==> src/rtl/agc_gain_ctrl.sv <==
// AGC gain controller: derives a level from the EMA accumulator, integrates the
// error against a target into a clamped Q2.16 gain, and applies it to the sample stream.
module agc_gain_ctrl #(
    parameter logic [17:0] GAIN_INIT  = 18'h10000,
    parameter logic [17:0] GAIN_MIN   = 18'h00400,
    parameter logic [17:0] GAIN_MAX   = 18'h3FFFF,
    parameter int          SETTLE_CNT = 16,
    parameter logic [26:0] LOCK_TOL   = 27'd4096,
    parameter int          LOCK_CNT   = 8
) (
    input  logic        clk,
    input  logic        rst_n,
    input  logic        enable,
    input  logic [47:0] ema_data,
    input  logic        ema_valid,
    input  logic [26:0] target_level,
    input  logic [4:0]  step_shift,
    input  logic [15:0] sample_in,
    input  logic        sample_valid,
    output logic [15:0] sample_out,
    output logic        sample_valid_out,
    output logic [17:0] gain,
    output logic        locked,
    output logic        gain_at_limit,
    output logic [1:0]  state_dbg
);

    // Handshake: ema_valid and sample_valid are single-cycle qualifiers with no
    // ready; every asserted cycle is consumed. sample_valid_out qualifies
    // sample_out exactly two clocks after the matching sample_valid.

    typedef enum logic [1:0] {
        IDLE   = 2'd0,
        SETTLE = 2'd1,
        TRACK  = 2'd2
    } state_t;

    localparam int SW  = $clog2(SETTLE_CNT + 1);
    localparam int LCW = $clog2(LOCK_CNT + 1);

    localparam logic signed [29:0] MIN_EXT  = {12'b0, GAIN_MIN};
    localparam logic signed [29:0] MAX_EXT  = {12'b0, GAIN_MAX};
    localparam logic               INIT_LIM = (GAIN_INIT == GAIN_MIN) || (GAIN_INIT == GAIN_MAX);

    localparam logic signed [35:0] RND_HALF = 36'sd32768;
    localparam logic signed [35:0] SAT_HI   = 36'sd32767;
    localparam logic signed [35:0] SAT_LO   = -36'sd32768;

    state_t            state, state_nxt;
    logic [SW-1:0]     settle_cnt, settle_nxt;
    logic              upd_fire;

    logic [26:0]       level;
    logic signed [27:0] err_comb;
    logic signed [27:0] err_q;
    logic              upd_v1;

    logic signed [29:0] err_ext;
    logic signed [29:0] delta;
    logic signed [29:0] sum;
    logic [17:0]       gain_clamp;
    logic              clamp_lim;
    logic [27:0]       abs_err;
    logic              in_band;
    logic [LCW-1:0]    lock_cnt, lock_cnt_nxt;

    logic signed [34:0] s_ext, g_ext, prod_c, prod_q;
    logic              sv1;
    logic signed [35:0] rnd, shifted;
    logic [15:0]       sat_c;

    // Low accumulator bits lie below the level's resolution.
    logic unused_ema_lsbs;
    assign unused_ema_lsbs = ^ema_data[13:0];

    assign state_dbg = state;

    // Negative accumulator reads as silence; anything above the 27-bit window saturates.
    always_comb begin
        level = ema_data[40:14];
        if (ema_data[47]) begin
            level = '0;
        end else if (ema_data[46:41] != 6'd0) begin
            level = 27'h7FFFFFF;
        end
    end

    assign err_comb = $signed({1'b0, target_level}) - $signed({1'b0, level});

    always_ff @(posedge clk or negedge rst_n) begin
        if (!rst_n) begin
            state      <= IDLE;
            settle_cnt <= '0;
        end else begin
            state      <= state_nxt;
            settle_cnt <= settle_nxt;
        end
    end

    always_comb begin
        state_nxt  = state;
        settle_nxt = settle_cnt;
        upd_fire   = 1'b0;
        if (!enable) begin
            state_nxt  = IDLE;
            settle_nxt = '0;
        end else begin
            case (state)
                IDLE: begin
                    state_nxt  = SETTLE;
                    settle_nxt = '0;
                end
                SETTLE: begin
                    if (ema_valid) begin
                        if (settle_cnt == SW'(SETTLE_CNT - 1)) begin
                            state_nxt  = TRACK;
                            settle_nxt = '0;
                        end else begin
                            settle_nxt = settle_cnt + 1'b1;
                        end
                    end
                end
                TRACK: begin
                    upd_fire = ema_valid;
                end
                default: begin
                    state_nxt  = IDLE;
                    settle_nxt = '0;
                end
            endcase
        end
    end

    // Update cycle 1: capture the error of each accepted strobe.
    always_ff @(posedge clk or negedge rst_n) begin
        if (!rst_n) begin
            err_q  <= '0;
            upd_v1 <= 1'b0;
        end else begin
            upd_v1 <= upd_fire;
            if (upd_fire) begin
                err_q <= err_comb;
            end
        end
    end

    // Update cycle 2: integrate, clamp and track lock.
    always_comb begin
        err_ext    = {{2{err_q[27]}}, err_q};
        delta      = err_ext >>> step_shift;
        sum        = $signed({12'b0, gain}) + delta;
        gain_clamp = sum[17:0];
        if (sum < MIN_EXT) begin
            gain_clamp = GAIN_MIN;
        end else if (sum > MAX_EXT) begin
            gain_clamp = GAIN_MAX;
        end
        clamp_lim = (gain_clamp == GAIN_MIN) || (gain_clamp == GAIN_MAX);

        abs_err = err_q[27] ? 28'(-err_q) : 28'(err_q);
        in_band = abs_err < {1'b0, LOCK_TOL};
        lock_cnt_nxt = '0;
        if (in_band) begin
            lock_cnt_nxt = (lock_cnt == LCW'(LOCK_CNT)) ? lock_cnt : lock_cnt + 1'b1;
        end
    end

    // Dropping enable overrides any update landing in the same clock.
    always_ff @(posedge clk or negedge rst_n) begin
        if (!rst_n) begin
            gain          <= GAIN_INIT;
            gain_at_limit <= 1'b0;
            lock_cnt      <= '0;
            locked        <= 1'b0;
        end else if (!enable) begin
            gain          <= GAIN_INIT;
            gain_at_limit <= INIT_LIM;
            lock_cnt      <= '0;
            locked        <= 1'b0;
        end else if (upd_v1) begin
            gain          <= gain_clamp;
            gain_at_limit <= clamp_lim;
            lock_cnt      <= lock_cnt_nxt;
            locked        <= (lock_cnt_nxt == LCW'(LOCK_CNT));
        end
    end

    // Sample path stage 1 sees the gain register before any same-cycle update.
    assign s_ext  = {{19{sample_in[15]}}, sample_in};
    assign g_ext  = {17'b0, gain};
    assign prod_c = s_ext * g_ext;

    always_comb begin
        rnd     = {prod_q[34], prod_q} + RND_HALF;
        shifted = rnd >>> 16;
        sat_c   = shifted[15:0];
        if (shifted > SAT_HI) begin
            sat_c = 16'h7FFF;
        end else if (shifted < SAT_LO) begin
            sat_c = 16'h8000;
        end
    end

    always_ff @(posedge clk or negedge rst_n) begin
        if (!rst_n) begin
            prod_q           <= '0;
            sv1              <= 1'b0;
            sample_out       <= '0;
            sample_valid_out <= 1'b0;
        end else begin
            sv1              <= sample_valid;
            sample_valid_out <= sv1;
            if (sample_valid) begin
                prod_q <= prod_c;
            end
            if (sv1) begin
                sample_out <= sat_c;
            end
        end
    end

endmodule

==> config.mk <==
export PLATFORM = sky130hd
export DESIGN_NAME = agc_gain_ctrl
export DESIGN_NICKNAME = d
export VERILOG_FILES = /design/src/rtl/agc_gain_ctrl.sv
export SDC_FILE = /design/constraint.sdc
export NUM_CORES = 1
export LEC_CHECK = 0
export ABC_AREA = 0
export BUFFER_PORTS_ARGS = -buffer_cell sky130_fd_sc_hd__buf_2
export CAP_MARGIN = 15
export CORE_MARGIN = 4
export CORE_UTILIZATION = 30
export DETAILED_ROUTE_END_ITERATION = 16
export PLACE_DENSITY = 0.52
export SYNTH_ARGS = -nofsm -noshare
export SYNTH_HDL_FRONTEND = slang
export SYNTH_SLANG_ARGS = --single-unit
==> constraint.sdc <==
create_clock -name clk -period 14.75 [get_ports clk]
set_input_delay 2.95 -clock clk [delete_from_list [all_inputs] [get_ports clk]]
set_output_delay 2.95 -clock clk [all_outputs]
set_load 0.005 [all_outputs]
==> qor.txt <==
router iterations before antenna repair - 5
Clock Latency Late Sink - 370 ps
multiplexer share of the synthesized area - 5.29%
Hold Vio Cnt, Final - 0
r2r setup slk - 7120 ps
Util after Layout - 33.1%
# clock sinks - 98
Cells after Synth - 2104
syn_area_per_cell - 8.56 um2
CTS tree - done
VDD IR max - 0.0539 mV
global-route wire length before repair - 79.0 mm
Final ANT Viol Nets - 0
largest net degree at the start of global routing - 63
Die W - 253 um
DR iter-0 viols - 824
wirelength, routed - 46.9 mm
Resized cells post-CTS - 0
initial antenna violation count - 7
Worst Path Required - 15000 ps
placed cells - 2911
r2r endpoint - prod_q[32]$_DFFE_PN0P_
Max Fclk - 105 MHz
die height - 253 um
number of cells on the worst reg-to-reg path - 23
I/O pin cnt - 140
Mapped Area - 18000 um2
final worst path period share - 64.8%
Worst Path Max Fanout - 18
hold depth - 1
Worst Tran Pin Value - 1240 ps
final setup vio count - 0
post-synth cell types - 88
Avg Vias per Cell - 5.03
asr flop ratio synth - 100%
Seq/Total Area, Yosys - 13.6%
number of post-CTS setup repair buffers - 0
Syn Nets - 2600
Pwr Density - 45.6 nW/um2
clock slew at reported path FFs - 80 ps
final HPWL from detailed placement - 36.8 mm
setup TNS - 0 ps
dominant synthesized flop cell - dfrtp_1
Cell Count, Final, Fillers Out - 2929
skew final - 10.0 ps
R2R Path Start - gain[11]$_DFFE_PN0P_
area of the die - 64000 um2
Pins Over Slew Limit - 0
RSZ-0062 raised after global routing - false
Synth Area in Simple Gates - 17.6%
most frequent cells in the layout - inv_1, nand2_1, fa_1
Final Critical Period - 9550 ps
largest family of logic cells by synthesized area - adder cells
Layout Nets - 2645
GP Congestion - 0.834
area growth from synthesis to layout - 8.94%
wire length per cell - 16.0 um
origin of the worst min-delay path - settle_cnt[4]$_DFFE_PN0P_
EDFF count, synth - 0
via total after detailed routing - 14.7k
share of layout cells above drive strength 1 - 10.5%
port bufs - 125
post-synthesis adder-cell area fraction - 36.8%
Worst Path Arrival - 9800 ps
Synth Register Bits - 98
startpoint class of the critical path - primary input
hold-fix buffers at CTS - 0
slew margin rel. - 16.8%
clock tree root driver cell - clkbuf_16
Synth Area in Compound Gates - 14.6%
gr usage total - 15.0%
CP endpoint kind - register
cell row count - 89
cts bufs inserted - 9
status - finished, final reports clean
leak pwr - 0.00951 uW
Ys Warns - 0
area share of xor/xnor cells in the synthesized design - 3.70%
# DRC - 0
Hold Path End - settle_cnt[4]$_DFFE_PN0P_
Setup CP Type - in2reg
initial cell density of the core - 30.4%
H-Tree Depth - 3
Clock Path Buffers - 2
max cap viols - 0
most common cell after layout, fill and taps aside - inv_1
vias in the first global route - 15.4k
core area - 59200 um2
Hold Crit Class - reg2reg
remaining global-route overflow - 0
cells by family (layout without fill, tap and decap cells):
kind of cell / Yosys count / in the layout
buf+inv: 398 / 448
simple gates: 660 / 660
compound gates: 404 / 404
flops: 98 / 98
xor+xnor: 76 / 76
mux: 73 / 73
other cells: 0 / 2
fa+ha+maj: 395 / 395
how the worst max path moves through the flow:
stage | slack [ps] | to | depth (start not counted) | startpoint
floorplan | 5550 | prod_q[31]$_DFFE_PN0P_ | 25 | sample_in[6]
global placement | 4860 | prod_q[32]$_DFFE_PN0P_ | 24 | sample_in[6]
detailed placement | 4790 | prod_q[32]$_DFFE_PN0P_ | 24 | sample_in[6]
CTS | 5160 | prod_q[32]$_DFFE_PN0P_ | 24 | sample_in[6]
global route | 4580 | prod_q[32]$_DFFE_PN0P_ | 24 | sample_in[6]
finish | 5200 | prod_q[32]$_DFFE_PN0P_ | 24 | sample_in[6]
per-layer routing:
metal  GRT usage, %  up-vias  wire (um)
li1               -     7052          -
met1           20.9     7340      22300
met2           25.2      271      21800
met3           1.91       49       1960
met4           3.33       10        695
met5              0        -         62
cell usage after synthesis, drive strengths merged (14+ instances only):
cell type	count	area (um2)
inv	292	1100
a211oi	14	120
o211ai	14	110
buf	17	92.6
xnor2	47	412
nand2	284	1070
ha	172	2150
dfrtp	97	2430
and2	117	732
nor3	21	110
mux2i	29	307
a31oi	19	119
nor2	102	383
clkbuf	87	327
fa	223	4460
a21oi	112	561
nor2b	14	87.6
o21ai	103	527
o21bai	32	240
nand3	26	130
mux2	31	353
nand2b	25	156
nand4	14	87.6
xor2	29	254
a21o	18	135
through the flow:
stage | worst slack (ps) | cell area [um2] | power (uW) | hold slack (ps)
floorplan | 5550 | 18000 | 549 | 415
global placement | 4860 | 19300 | 639 | 483
detailed placement | 4790 | 19300 | 641 | 495
CTS | 5160 | 19600 | 910 | 511
global route | 4580 | 19600 | 961 | 530
finish | 5200 | 19600 | 895 | 505
final cells by class:
type	instances	area, um2
clock buffer	9	225
inverter	294	1100
clock inverter	7	100
tap	773	967
multi-input combinational	1608	14000
timing repair buffer	138	726
fill	6268	39600
antenna	2	5.00
sequential	98	2450
registers in the layout, indices dropped and copies added (netlist names):
register and count:
gain_at_limit 1, state_dbg 2, locked 1, upd_v1 1, prod_q 20, sample_out 16
sample_valid_out 1, sv1 1, gain 18, settle_cnt 5, err_q 28, lock_cnt 4
worst max-delay path, cell delays in order:
cell and delay, ps:
buf_2 390, nand2_1 150, fa_1 570, inv_1 60
fa_1 530, inv_1 50, fa_1 490, inv_1 60
fa_1 480, inv_1 50, fa_1 550, inv_1 60
fa_1 470, ha_1 350, nand2_1 80, o21ai_0 530
o311ai_0 230, nor2_1 200, o221ai_1 190, a211oi_1 600
nand4_1 180, a31oi_1 230, xor2_1 80, mux2_2 260
where the power goes:
| part | leakage [uW] | switching, uW | internal, uW |
|---|---|---|---|
| Sequential | 0.00127 | 28.5 | 297 |
| Combinational | 0.00809 | 172 | 136 |
| Clock | 0.000158 | 124 | 137 |
Power figures use the tool's default switching activity.
